`src/rtl/round_ctrl.sv`:
```
// Round sequencer for Cross the Road: debounces start, runs the countdown, tracks lives
// and drives the stopwatch sw_rst/start/finish controls.
`timescale 1ns/1ps
module round_ctrl #(
    parameter int unsigned DEBOUNCE_CYCLES = 1_000_000,
    parameter int unsigned TICK_CYCLES     = 100_000_000,
    parameter int unsigned COUNTDOWN_TICKS = 3,
    parameter int unsigned LIVES           = 3
) (
    input  logic       clk,
    input  logic       rst,
    input  logic       btn_start,
    input  logic       hit,
    input  logic       goal,
    output logic       sw_rst,
    output logic       start,
    output logic       finish,
    output logic [2:0] state,
    output logic [1:0] lives_left,
    output logic [1:0] countdown
);

    typedef enum logic [2:0] {
        IDLE      = 3'd0,
        COUNTDOWN = 3'd1,
        PLAY      = 3'd2,
        WIN       = 3'd3,
        LOSE      = 3'd4
    } state_t;

    localparam logic [19:0] DB_LAST   = 20'(DEBOUNCE_CYCLES - 1);
    localparam logic [26:0] TICK_LAST = 27'(TICK_CYCLES - 1);
    localparam logic [1:0]  LIVES_INIT = 2'(LIVES);
    localparam logic [1:0]  CD_INIT    = 2'(COUNTDOWN_TICKS);

    logic [1:0]  btn_sync, hit_sync, goal_sync;
    logic [19:0] db_cnt;
    logic        btn_db, btn_db_q, press;
    logic        hit_q, goal_q, hit_e, goal_e;

    state_t      state_q, state_d;
    logic [26:0] tick_q, tick_d;
    logic [1:0]  lives_q, lives_d, cd_q, cd_d;
    logic        sw_rst_q, sw_rst_d, start_q, start_d, finish_q, finish_d;

    // Debounce: a synced value differing from btn_db must hold for DEBOUNCE_CYCLES samples;
    // any return to the debounced level restarts the count.
    always_ff @(posedge clk or posedge rst) begin
        if (rst) begin
            btn_sync  <= '0;
            hit_sync  <= '0;
            goal_sync <= '0;
            db_cnt    <= '0;
            btn_db    <= 1'b0;
            btn_db_q  <= 1'b0;
            press     <= 1'b0;
            hit_q     <= 1'b0;
            goal_q    <= 1'b0;
            hit_e     <= 1'b0;
            goal_e    <= 1'b0;
        end else begin
            btn_sync  <= {btn_sync[0], btn_start};
            hit_sync  <= {hit_sync[0], hit};
            goal_sync <= {goal_sync[0], goal};
            if (btn_sync[1] == btn_db) begin
                db_cnt <= '0;
            end else if (db_cnt == DB_LAST) begin
                db_cnt <= '0;
                btn_db <= btn_sync[1];
            end else begin
                db_cnt <= db_cnt + 20'd1;
            end
            btn_db_q <= btn_db;
            press    <= btn_db & ~btn_db_q;
            hit_q    <= hit_sync[1];
            goal_q   <= goal_sync[1];
            hit_e    <= hit_sync[1] & ~hit_q;
            goal_e   <= goal_sync[1] & ~goal_q;
        end
    end

    always_ff @(posedge clk or posedge rst) begin
        if (rst) begin
            state_q  <= IDLE;
            tick_q   <= '0;
            lives_q  <= LIVES_INIT;
            cd_q     <= '0;
            sw_rst_q <= 1'b0;
            start_q  <= 1'b0;
            finish_q <= 1'b0;
        end else begin
            state_q  <= state_d;
            tick_q   <= tick_d;
            lives_q  <= lives_d;
            cd_q     <= cd_d;
            sw_rst_q <= sw_rst_d;
            start_q  <= start_d;
            finish_q <= finish_d;
        end
    end

    always_comb begin
        state_d  = state_q;
        tick_d   = tick_q;
        lives_d  = lives_q;
        cd_d     = cd_q;
        sw_rst_d = 1'b0;
        start_d  = 1'b0;
        case (state_q)
            IDLE, WIN, LOSE: begin
                if (press) begin
                    sw_rst_d = 1'b1;
                    lives_d  = LIVES_INIT;
                    cd_d     = CD_INIT;
                    tick_d   = '0;
                    state_d  = COUNTDOWN;
                end
            end
            COUNTDOWN: begin
                if (tick_q == TICK_LAST) begin
                    tick_d = '0;
                    if (cd_q == 2'd1) begin
                        cd_d    = '0;
                        start_d = 1'b1;
                        state_d = PLAY;
                    end else begin
                        cd_d = cd_q - 2'd1;
                    end
                end else begin
                    tick_d = tick_q + 27'd1;
                end
            end
            PLAY: begin
                if (goal_e) begin
                    state_d = WIN;
                end else if (hit_e) begin
                    if (lives_q > 2'd1) begin
                        lives_d = lives_q - 2'd1;
                    end else begin
                        lives_d = '0;
                        state_d = LOSE;
                    end
                end
            end
            default: state_d = IDLE;
        endcase
        finish_d = (state_d == WIN) || (state_d == LOSE);
    end

    assign sw_rst     = sw_rst_q;
    assign start      = start_q;
    assign finish     = finish_q;
    assign state      = state_q;
    assign lives_left = lives_q;
    assign countdown  = cd_q;

endmodule

```
`config.mk`:
```
export PLATFORM = sky130hd
export DESIGN_NAME = round_ctrl
export DESIGN_NICKNAME = d
export VERILOG_FILES = /design/src/rtl/round_ctrl.sv
export SDC_FILE = /design/constraint.sdc
export NUM_CORES = 1
export LEC_CHECK = 0
export CAP_MARGIN = 20
export CORE_AREA = 10 10 125 70
export CTS_CLUSTER_DIAMETER = 30
export DETAILED_ROUTE_END_ITERATION = 10
export DIE_AREA = 0 0 135 80
export DONT_BUFFER_PORTS = 1
export PLACE_DENSITY = 0.72
export SYNTH_ARGS = -nofsm -noshare
export SYNTH_HDL_FRONTEND = slang
export SYNTH_SLANG_ARGS = --single-unit
```
`constraint.sdc`:
```
create_clock -name clk -period 2.5 [get_ports clk]
set_input_delay 0.625 -clock clk [delete_from_list [all_inputs] [get_ports clk]]
set_output_delay 0.625 -clock clk [all_outputs]
set_load 0.005 [all_outputs]
```
==> results of run 1 <==
## flip-flops by register name, indices dropped and copies added, names as in the netlist, 2 cells and up
register    count
btn_sync        2
countdown       2
db_cnt         20
goal_sync       2
hit_sync        2
lives_left      2
state           3
tick_q         27
## worst paths after layout
kind	from	endpoint	slack, ns
worst max register to register	tick_q[9]	tick_q[4]	0.22
worst min register to register	goal_sync[0]	goal_sync[1]	0.35
worst min-delay path	rst	btn_sync[0]	0.24
min in group clk	goal	goal_sync[0]	0.32
max in group asynchronous	rst	lives_left[1]	1.92
worst max-delay path	tick_q[9]	tick_q[4]	0.22
## logic make-up (layout without fill, tap and decap cells)
| kind of cell | after synthesis | in the layout |
|---|---|---|
| flops | 70 | 70 |
| buf+inv | 21 | 34 |
| xor+xnor | 24 | 24 |
| mux | 5 | 5 |
| simple gates | 168 | 168 |
| compound gates | 62 | 62 |
| fa+ha+maj | 3 | 3 |
## Yosys cell counts (3+ instances only)
| master | count | share of area |
|---|---|---|
| a21oi_1 | 15 | 0.021 |
| a21oi_2 | 3 | 0.0075 |
| a31oi_1 | 4 | 0.0071 |
| and3_1 | 7 | 0.012 |
| buf_2 | 3 | 0.0043 |
| buf_6 | 3 | 0.0096 |
| clkbuf_1 | 3 | 0.0032 |
| dfrtp_1 | 68 | 0.48 |
| ha_1 | 3 | 0.011 |
| inv_1 | 11 | 0.012 |
| mux2i_1 | 3 | 0.0085 |
| nand2_1 | 35 | 0.037 |
| nand2b_1 | 3 | 0.0053 |
| nand3_1 | 21 | 0.030 |
| nand4_1 | 15 | 0.027 |
| nor2_1 | 34 | 0.036 |
| nor2b_1 | 4 | 0.0071 |
| nor3_1 | 5 | 0.0071 |
| nor3b_1 | 4 | 0.0085 |
| nor4_1 | 3 | 0.0053 |
| nor4b_1 | 3 | 0.0075 |
| o211ai_1 | 4 | 0.0085 |
| o21ai_0 | 17 | 0.024 |
| or2_2 | 3 | 0.0053 |
| or3_1 | 6 | 0.011 |
| or4_1 | 5 | 0.011 |
| xnor2_1 | 11 | 0.027 |
| xor2_1 | 13 | 0.032 |
## worst register-to-register path, delay by kind of cell (launching register included)
| kind | cells | cell delay, ns |
|---|---|---|
| AND/OR/NAND/NOR | 2 | 0.99 |
| AO/OA/AOI/OAI | 3 | 0.74 |
| flip-flops | 1 | 0.45 |
## cell type report
type                       instances  share of cell area
sequential                        70               0.447
multi-input combinational        262               0.424
clock buffer                      10              0.0609
tap                               92              0.0294
timing repair buffer               6              0.0147
clock inverter                     6              0.0118
inverter                          12              0.0115
## per-stage QoR
| stage | area (um^2) | setup WS [ns] |
|---|---|---|
| global route | 3920 | 0.109 |
| floorplan | 3520 | 0.110 |
| CTS | 3920 | 0.241 |
| finish | 3920 | 0.217 |
| detailed placement | 3640 | 0.239 |
| global placement | 3640 | 0.299 |
## metal layers
metal  global-route usage  up-vias
met4               0.0449        0
met3               0.0521        8
met2                0.238       56
li1                     -     1289
met5                    0        -
met1                0.166     1328
## power breakdown
group | total, mW | switching [mW] | internal (mW)
clock | 1.18 | 0.480 | 0.702
sequential | 1.15 | 0.00716 | 1.15
combinational | 0.0411 | 0.0309 | 0.0102
==> results.toml, run 1 <==
[status]
status = "finished clean"

[worst_setup_path]
cp_common_cell = "a21o_1"
cp_top_family = "simple AND/OR/NAND/NOR gates"
critical_path_depth = 5
end_kind = "flip-flop"
critPathMaxFanout = 17
critPathMaxStageDelay_ns = 0.57
rr_worst_depth = 5
crit_chain = "or4b_4 > nor4_4 > a21oi_2 > a21o_1 > a21o_1"
crit_arrival_ns = 2.51
slowest_stage = "or4b_4"
crit_type = "flip-flop to flip-flop"
worst_setup_path_start_kind = "flip-flop"
crit_buf_inv = 0
cp.required_ns = 2.72

[detailed_routing]
vias = 2681
met3WireLength_um = 351
vias_per_cell = 5.85
wl_met2_um = 3480
wirelength_um = 7120
ant_nets = 0
remaining_drc_errors = 0
wl_met1_um = 3210
top_layer_used = "met4"
firstDrtPassIters = 4
drt_iter0_drc = 180
wl_per_cell_um = 15.5

[clock_network]
clk_latency_ns = 0.33
postCtsHoldBufs = 0
clk_pin_slew_worst_paths_ns = 0.06
cts_max_path_buffers = 2
clock_sinks = 70
cts_root_buf = "clkbuf_16"
cts_buffers = 9
htree_levels = 3
post_cts_buffers = 0
cts_resized = 0
cts_tree = "built"

[hold_path]
hp-class = "input pin to asynchronous set/reset pin"

[floorplan]
initial_utilization = 0.539
num_rows = 21
die_y_um = 80
die_area_um2 = 10800
dieWidth_um = 135
core-area_um2 = 6540
pin_count = 15

[synthesis]
syn_nets = 361
syn_area_per_cell_um2 = 9.98
muxShareOfSynthArea = 0.0149
netlist_area_um2 = 3520
synth_compound_area_frac = 0.110
synth_top_family_by_area = "simple AND/OR/NAND/NOR gates"
synth_ff_type = "dfrtp_1"
synth-simple-area-share = 0.277
synthCells = 353
synth-xor-area-share = 0.0597
synth_warnings = 0
synth-adder-area-share = 0.0107
ys_async_sr_fraction = 1.00
synth-seq-cells = 70
yosysSeqAreaShare = 0.498
synth_edf_count = 0
synth_cell_types = 60

[cells_and_area]
drive_above_1_share = 0.131
fin_cells = 458
utilization = 0.599
antenna_cells = 0
fill_cells = 520
seq_area_um2 = 1750
layout.nets = 369
final_cell_mix = "dfrtp_1 (68), nand2_1 (35), nor2_1 (34), nand3_1 (21), o21ai_0 (17)"
area_growth_pct = 11.3
multiInputGateArea_um2 = 1660
final_common_cell = "dfrtp_1"

[timing]
maxSlewViolCount = 0
period_share = 0.913
grt_setup_unrepaired = "false"
clock_skew_ns = 0.00474
hold_viol = 0
setup_viol = 0
slew_headroom = 0.459
tightest_slew_ns = 0.812
whs_ns = 0.237
finalSetupTns_ns = 0
fin_crit_ns = 2.28
max_freq_ghz = 0.438

[placement]
placed_cells = 442
port_buffers = 0
gp_congestion = 0.908
dp_hpwl_um = 4950

[global_route]
grt_overflow = 0
antenna_found_initial = 0
grt_usage = 0.141
grt_max_degree = 71
grt_pass1_vias = 2568
grt_pass1_wl_um = 12200

[power_and_ir_drop]
finalPower_mw = 2.38
power.leakage_nw = 1.70
vdd_drop_max_mv = 0.604
powerDensity_nw_per_um2 = 606

[flow_run]
maxCapViolCount = 0
Power figures use the tool's default switching activity.
==> run 2: changes to the inputs <==
Settings changed: CAP_MARGIN 20 to 40.
==> results of run 2 <==
Final layout, timing and power as in run 1 (identical DEF).
